### config.mk
export PLATFORM = sky130hd
export DESIGN_NAME = uart_baud_gen_frac
export DESIGN_NICKNAME = d
export VERILOG_FILES = /design/src/rtl/uart_baud_gen_frac.sv
export SDC_FILE = /design/constraint.sdc
export NUM_CORES = 1
export LEC_CHECK = 0
export ABC_AREA = 0
export BUFFER_PORTS_ARGS = -buffer_cell sky130_fd_sc_hd__buf_2
export CORE_MARGIN = 8
export CORE_UTILIZATION = 55
export CTS_BUF_LIST = sky130_fd_sc_hd__clkbuf_8
export CTS_CLUSTER_DIAMETER = 80
export DETAILED_ROUTE_END_ITERATION = 10
export PLACE_DENSITY = 0.78
export SYNTH_ARGS = -nofsm -noshare
export SYNTH_HDL_FRONTEND = slang
export SYNTH_SLANG_ARGS = --single-unit
export TNS_END_PERCENT = 1
### constraint.sdc
create_clock -name uart_clk_i -period 8.8 [get_ports uart_clk_i]
set_clock_uncertainty 0.15 [all_clocks]
set_input_delay 0.88 -clock uart_clk_i [delete_from_list [all_inputs] [get_ports uart_clk_i]]
set_output_delay 0.88 -clock uart_clk_i [all_outputs]
set_load 0.02 [all_outputs]
### src/rtl/uart_baud_gen_frac.sv
// uart_baud_gen_frac
//
// Fractional baud-rate generator for the UART controller. It divides the
// reference clock into two single-cycle clock-enable pulses:
//   - rx_clk_en_o at the oversampling rate, for the RX sampler
//   - tx_clk_en_o at the bit rate, for the TX shifter
// The RX period is baud_div_i + baud_frac_i/2^FRAC_W reference cycles.
// The TX period is 16 or 8 RX periods.
//
// Optional feature macro: UART_BAUD_FRAC_EN
//   - Defined: the fractional accumulator is built and baud_frac_i is used.
//   - Undefined: the block is a pure integer divider and baud_frac_i is
//     ignored.
//
// Ports:
//   uart_clk_i    reference clock (the only clock)
//   uart_rst_n_i  synchronous active-low reset
//   gen_en_i      generator enable; low holds the counters idle
//   baud_div_i    integer part of the RX period, in clock cycles
//   baud_frac_i   fractional part of the RX period, in 1/2^FRAC_W cycles
//   ovs_sel_i     oversampling select: 0 = 16x, 1 = 8x
//   tx_restart_i  one-cycle pulse that realigns the TX bit phase
//   rx_clk_en_o   one-cycle pulse per RX (oversampling) period
//   tx_clk_en_o   one-cycle pulse per bit period, coincident with an RX pulse
//   div_zero_o    high while the shadowed integer divisor is 0

module uart_baud_gen_frac #(
  parameter int DIV_W  = 16,
  parameter int FRAC_W = 4
) (
  input  logic              uart_clk_i,
  input  logic              uart_rst_n_i,
  input  logic              gen_en_i,
  input  logic [DIV_W-1:0]  baud_div_i,
  input  logic [FRAC_W-1:0] baud_frac_i,
  input  logic              ovs_sel_i,
  input  logic              tx_restart_i,
  output logic              rx_clk_en_o,
  output logic              tx_clk_en_o,
  output logic              div_zero_o
);

  localparam int CNT_W = DIV_W + 1;

  logic             en_q, en_d;
  logic [DIV_W-1:0] div_sh_q, div_sh_d;
  logic             ovs_sh_q, ovs_sh_d;
  logic [CNT_W-1:0] rx_cnt_q, rx_cnt_d;
  logic [3:0]       tx_cnt_q, tx_cnt_d;
  logic             rx_en_q, rx_en_d;
  logic             tx_en_q, tx_en_d;
  logic             div_zero_q, div_zero_d;

  logic             arm;
  logic             shadow_load;
  logic             period_end;
  logic             carry;
  logic [CNT_W-1:0] period_last;
  logic [3:0]       tx_term;

  // The first enabled cycle only arms the generator: the shadows capture
  // the inputs and the counters stay at 0. With divisor N, the first RX
  // pulse therefore follows the N-th edge after the arming edge.
  // The shadows reload in every cycle that carries an RX pulse. A divisor
  // change made mid-period therefore only affects the following period.
  always_comb begin
    arm         = gen_en_i & ~en_q;
    shadow_load = gen_en_i & (~en_q | rx_en_q);
    // A divisor of 0 behaves as 1. The carry stretches this period by one
    // cycle.
    if (div_sh_q == '0) begin
      period_last = CNT_W'(carry);
    end else begin
      period_last = {1'b0, div_sh_q} - CNT_W'(1) + CNT_W'(carry);
    end
    period_end = gen_en_i & en_q & (rx_cnt_q == period_last);
    tx_term    = ovs_sh_q ? 4'd7 : 4'd15;
  end

  // Next-state logic for the counters, the shadows and the pulses.
  // The TX terminal test is an equality test. If an 8x switch happens while
  // tx_cnt is already above 7, the counter wraps through 15 -> 0 without
  // emitting a TX pulse. A restart pulse overrides a coinciding terminal
  // count.
  always_comb begin
    en_d     = gen_en_i;
    div_sh_d = div_sh_q;
    ovs_sh_d = ovs_sh_q;
    rx_cnt_d = '0;
    tx_cnt_d = '0;
    rx_en_d  = 1'b0;
    tx_en_d  = 1'b0;
    if (shadow_load) begin
      div_sh_d = baud_div_i;
      ovs_sh_d = ovs_sel_i;
    end
    if (gen_en_i && !arm) begin
      rx_cnt_d = period_end ? '0 : rx_cnt_q + CNT_W'(1);
      rx_en_d  = period_end;
      tx_cnt_d = tx_cnt_q;
      if (tx_restart_i) begin
        tx_cnt_d = '0;
      end else if (period_end) begin
        if (tx_cnt_q == tx_term) begin
          tx_cnt_d = '0;
          tx_en_d  = 1'b1;
        end else begin
          tx_cnt_d = tx_cnt_q + 4'd1;
        end
      end
    end
    div_zero_d = (div_sh_d == '0);
  end

  // State register. All outputs come straight from these flops.
  always_ff @(posedge uart_clk_i) begin
    if (!uart_rst_n_i) begin
      en_q       <= 1'b0;
      div_sh_q   <= '0;
      ovs_sh_q   <= 1'b0;
      rx_cnt_q   <= '0;
      tx_cnt_q   <= '0;
      rx_en_q    <= 1'b0;
      tx_en_q    <= 1'b0;
      div_zero_q <= 1'b0;
    end else begin
      en_q       <= en_d;
      div_sh_q   <= div_sh_d;
      ovs_sh_q   <= ovs_sh_d;
      rx_cnt_q   <= rx_cnt_d;
      tx_cnt_q   <= tx_cnt_d;
      rx_en_q    <= rx_en_d;
      tx_en_q    <= tx_en_d;
      div_zero_q <= div_zero_d;
    end
  end

`ifdef UART_BAUD_FRAC_EN
  logic [FRAC_W-1:0] frac_sh_q, frac_sh_d;
  logic [FRAC_W-1:0] frac_acc_q, frac_acc_d;
  logic              carry_q, carry_d;

  // The fraction accumulates once per RX period. Its overflow is a carry
  // that lengthens only the next period by one cycle, so the average
  // period is div + frac/2^FRAC_W.
  always_comb begin
    frac_sh_d  = shadow_load ? baud_frac_i : frac_sh_q;
    frac_acc_d = frac_acc_q;
    carry_d    = carry_q;
    if (!gen_en_i || arm) begin
      frac_acc_d = '0;
      carry_d    = 1'b0;
    end else if (period_end) begin
      {carry_d, frac_acc_d} = {1'b0, frac_acc_q} + {1'b0, frac_sh_q};
    end
  end

  // Registers for the fractional accumulator and its shadow.
  always_ff @(posedge uart_clk_i) begin
    if (!uart_rst_n_i) begin
      frac_sh_q  <= '0;
      frac_acc_q <= '0;
      carry_q    <= 1'b0;
    end else begin
      frac_sh_q  <= frac_sh_d;
      frac_acc_q <= frac_acc_d;
      carry_q    <= carry_d;
    end
  end

  assign carry = carry_q;
`else
  logic unused_frac;
  assign unused_frac = ^baud_frac_i;
  assign carry       = 1'b0;
`endif

  assign rx_clk_en_o = rx_en_q;
  assign tx_clk_en_o = tx_en_q;
  assign div_zero_o  = div_zero_q;

endmodule

==> impl_summary.log <==
INFO  metric p_int = around 0.0003 W
INFO  metric floorplan.core_area = ~4600 um2
INFO  metric timing_hold_violations_final = 0
INFO  metric post_synth_instance_area = approximately 2600 um2
INFO  metric reg2reg_from = div_sh_q[0]$_SDFF_PN0_
INFO  metric netSwitchingPower = 0.000122 W
INFO  metric worst_hold_slack = ~0.34 ns
INFO  metric layout.filler_cells = 431
INFO  metric critical_path_arrival = approximately 3.8 ns
INFO  metric vias = 2266
INFO  metric clock_sinks = 42
INFO  metric fp.dieArea = between 7000 and 8000 um2
INFO  metric post_synth_num_cell_types = 57
INFO  metric drt_wl_total = roughly 5800 um
INFO  metric ys_dominant_reg_cell = sky130_fd_sc_hd__dfxtp_1
INFO  metric route.detailed.vias_per_inst = just under 6
INFO  metric critical_path.endpoint_type = flop
INFO  metric synthMostInstantiatedCell = sky130_fd_sc_hd__nand2_1
INFO  metric unrepaired_setup_endpoints_after_global_routing = false
INFO  metric num_io_pins = 28
INFO  metric combPwrFrac = 19.9%
INFO  metric place.gp.congestion = 0.821
INFO  metric maximum_number_of_pins_on_one_net_before_global_route_repair = 22
INFO  metric global_route_wire_length_before_repair = ~10000 um
INFO  metric clk_transition_reported_paths = roughly 0.08 ns
INFO  metric antenna_viol_nets_final = 0
INFO  metric die_width = between 80 and 90 um
INFO  metric clock_tree.htree_level_count = 2
INFO  metric timing.critical_path.fanout_max = 17
INFO  metric worst_case_headroom_to_the_max_slew_limit = around 24%
INFO  metric dieHeight = ~84 um
INFO  metric tns = 0 ns
INFO  metric async_flop_share = 0%
INFO  metric max_clock_freq = ~260 MHz
INFO  metric clock_insertion_delay_worst_skew = 0.29 ns
INFO  metric finalNetCount = 358
INFO  metric cap_violations = 0
INFO  metric crit_buf_inv = 0
INFO  metric mappedNetlistNets = ~340
INFO  metric global_route.usage.total = 16.7%
INFO  metric cellLeakagePower = ~1.0 nW
INFO  metric initial_core_util = between 50% and 60%
INFO  metric drt-pass1-iter-count = 4
INFO  metric number_of_antenna_violations_at_the_first_check_in_global_routing = 0
INFO  metric timing.critical_path.cells = nor4_1 -> nand4_1 -> xnor2_1 -> mux2_2 -> a2111o_1 -> nor4_4 -> a21o_1 -> nor2_1
INFO  metric critical_setup_path_class = flop to flop
INFO  metric detailed_place_hpwl = 4280 um
INFO  metric cts-buffers-inserted = 5
INFO  metric syn_area_per_cell = slightly above 8 um2
INFO  metric final-setup-viol-count = 0
INFO  metric synth.cells.most_frequent = sky130_fd_sc_hd__nand2_1 (48), sky130_fd_sc_hd__dfxtp_1 (42), sky130_fd_sc_hd__nor2_1 (36), sky130_fd_sc_hd__a21boi_0 (18), sky130_fd_sc_hd__nand3_1 (15)
INFO  metric cts_buffer_depth = 2
INFO  metric first_global_vias = approximately 2100
INFO  metric hold_path_startpoint = ovs_sh_q$_SDFFE_PN0P_
INFO  metric routed_wire_length_per_instance = 15.0 um
INFO  metric crit_slowest_cell = sky130_fd_sc_hd__nor4_1
INFO  metric worstHoldPathType = flop to flop
INFO  metric synth_top_area_cell = sky130_fd_sc_hd__dfxtp_1
INFO  metric swShare = about 30%
INFO  metric detailedRoute.firstIterationViolations = 168
INFO  metric synth_top_cell_area_share = about a third
INFO  metric cts-hold-fix-buffers = 0
INFO  metric powerDensity = between 150 and 200 nW/um2
INFO  metric result_of_the_run = finished clean
INFO  metric postSynthRegisterBits = 42
INFO  metric ctsResizeCount = 0
INFO  metric cp_slowest_stage_delay = approximately 0.75 ns
INFO  metric power.share.sequential = between 40 and 50%
INFO  metric flow.area_growth_from_synthesis = 5.73%
INFO  metric peak_vdd_ir = 0.0000937 V
INFO  metric drc_errors = 0
INFO  metric synth_area_leaders = sky130_fd_sc_hd__dfxtp_1 (33%), sky130_fd_sc_hd__nand2_1 (7.0%), sky130_fd_sc_hd__a21boi_0 (5.2%)
INFO  metric timing_worst_slew_pin_value = about 1.1 ns
INFO  metric ys_seq_area_share = between 30% and 40%
INFO  metric timing_max_transition_violations_final = 0
INFO  metric tritoncts = done
INFO  metric synth.yosys.warnings = 0
INFO  metric cp_top_family = simple AND/OR/NAND/NOR gates
INFO  metric cts-root-buf = sky130_fd_sc_hd__clkbuf_8
INFO  metric buffer_ports.inserted = 23
INFO  metric cts_post_setup_buffers_inserted = 0
INFO  metric pwr-share-clk = between 30% and 40%
INFO  metric synth_cells = about 320
INFO  metric num_antenna_cells = 0
INFO  metric core.rowCount = 25
INFO  metric synth_edf_count = 0
INFO  metric post-route-min-period = 3.78 ns
INFO  metric crit_path_start_kind = flop
INFO  metric timing.final.crit_share = 42.9%
INFO  metric global_route.overflow_total = 0
INFO  metric cp-startpoint = div_sh_q[0]$_SDFF_PN0_
INFO  metric worst_ep_required_time = 8.81 ns
INFO  metric drive_above_1_share = between 10% and 20%
## flip-flops by register name, summed over array words and instances, names as in the netlist
name         count
div_sh_q        16
tx_clk_en_o      1
tx_cnt_q         4
ovs_sh_q         1
div_zero_o       1
rx_clk_en_o      1
rx_cnt_q        17
en_q             1
## power groups by stage
stage	registers (W)	logic (W)	clock network [W]
4_1_cts	0.000203	0.0000814	0.000128
3_3_place_gp	0.000208	0.0000782	0
6_report	0.000203	0.0000822	0.000128
5_1_grt	0.000205	0.0000906	0.000137
3_5_place_dp	0.000208	0.0000802	0
2_1_floorplan	0.000203	0.0000679	0
## worst reg2reg max path, delay by kind of cell, from the launching register on
kind	cells	cell delay, ns
xor+xnor	1	0.25
compound gates	2	0.98
flops	1	0.39
mux	1	0.35
simple gates	4	1.51
## routing by layer
layer / GRT usage (%) / wire length (um) / up-vias / share of wire (%)
met5: 0 / 0 / - / 0
met3: 2.73 / 226 / 11 / 3.9
met1: 20.9 / 2760 / 1042 / 48
met4: 5.83 / 74 / 0 / 1.3
li1: - / - / 1157 / -
met2: 28.1 / 2700 / 56 / 47
## path summary, 6_finish.rpt
check | slack, ns | endpoint | cells past startpoint
setup / recovery | 5.02 | rx_cnt_q[4]$_SDFF_PP0_ | 8
hold / removal | 0.34 | ovs_sh_q$_SDFFE_PN0P_ | 2
setup reg to reg | 5.02 | rx_cnt_q[4]$_SDFF_PP0_ | 8
hold reg to reg | 0.34 | ovs_sh_q$_SDFFE_PN0P_ | 2
## cells by family (layout without fill, tap and decap cells)
family          after synthesis  after routing  share of synthesized area (%)
compound gates               52             52                           14.7
xor+xnor                     30             30                           11.3
fa+ha+maj                     4              4                           1.94
buf+inv                      23             38                           5.92
flops                        42             42                           32.6
mux                           4              4                           1.60
simple gates                160            160                           32.0
## cells in the final DEF (no fill, tap or decap), types with 8 or more instances in the layout
| cell | count |
|---|---|
| sky130_fd_sc_hd__nand2_1 | 48 |
| sky130_fd_sc_hd__dfxtp_1 | 42 |
| sky130_fd_sc_hd__nor2_1 | 36 |
| sky130_fd_sc_hd__buf_2 | 23 |
| sky130_fd_sc_hd__a21boi_0 | 18 |
| sky130_fd_sc_hd__nand3_1 | 15 |
| sky130_fd_sc_hd__xor2_1 | 14 |
| sky130_fd_sc_hd__xnor2_1 | 14 |
| sky130_fd_sc_hd__nor4_1 | 9 |
| sky130_fd_sc_hd__o21ai_0 | 9 |
| sky130_fd_sc_hd__inv_1 | 8 |
| sky130_fd_sc_hd__nand4_1 | 8 |
## stage by stage
step	util, %	area, um2	worst slack (ns)	power, W	cells
floorplan	-	2580	5.66	0.000271	315
global placement	56.9	2640	5.17	0.000286	376
detailed placement	56.9	2640	5.10	0.000288	376
CTS	58.9	2730	4.97	0.000412	384
global route	58.9	2730	4.70	0.000432	384
finish	58.9	2730	5.02	0.000413	384
## area by class of cell
type / instances / area [um2] / area share [%]
Multi-Input combinational cell: 250 / 1590 / 58.1
Sequential cell: 42 / 841 / 30.8
Timing Repair Buffer: 23 / 115 / 4.22
Clock buffer: 6 / 82.6 / 3.03
Tap cell: 54 / 67.6 / 2.48
Inverter: 7 / 26.3 / 0.964
Clock inverter: 2 / 8.76 / 0.321
No activity file was read; power rests on OpenSTA's default activity.
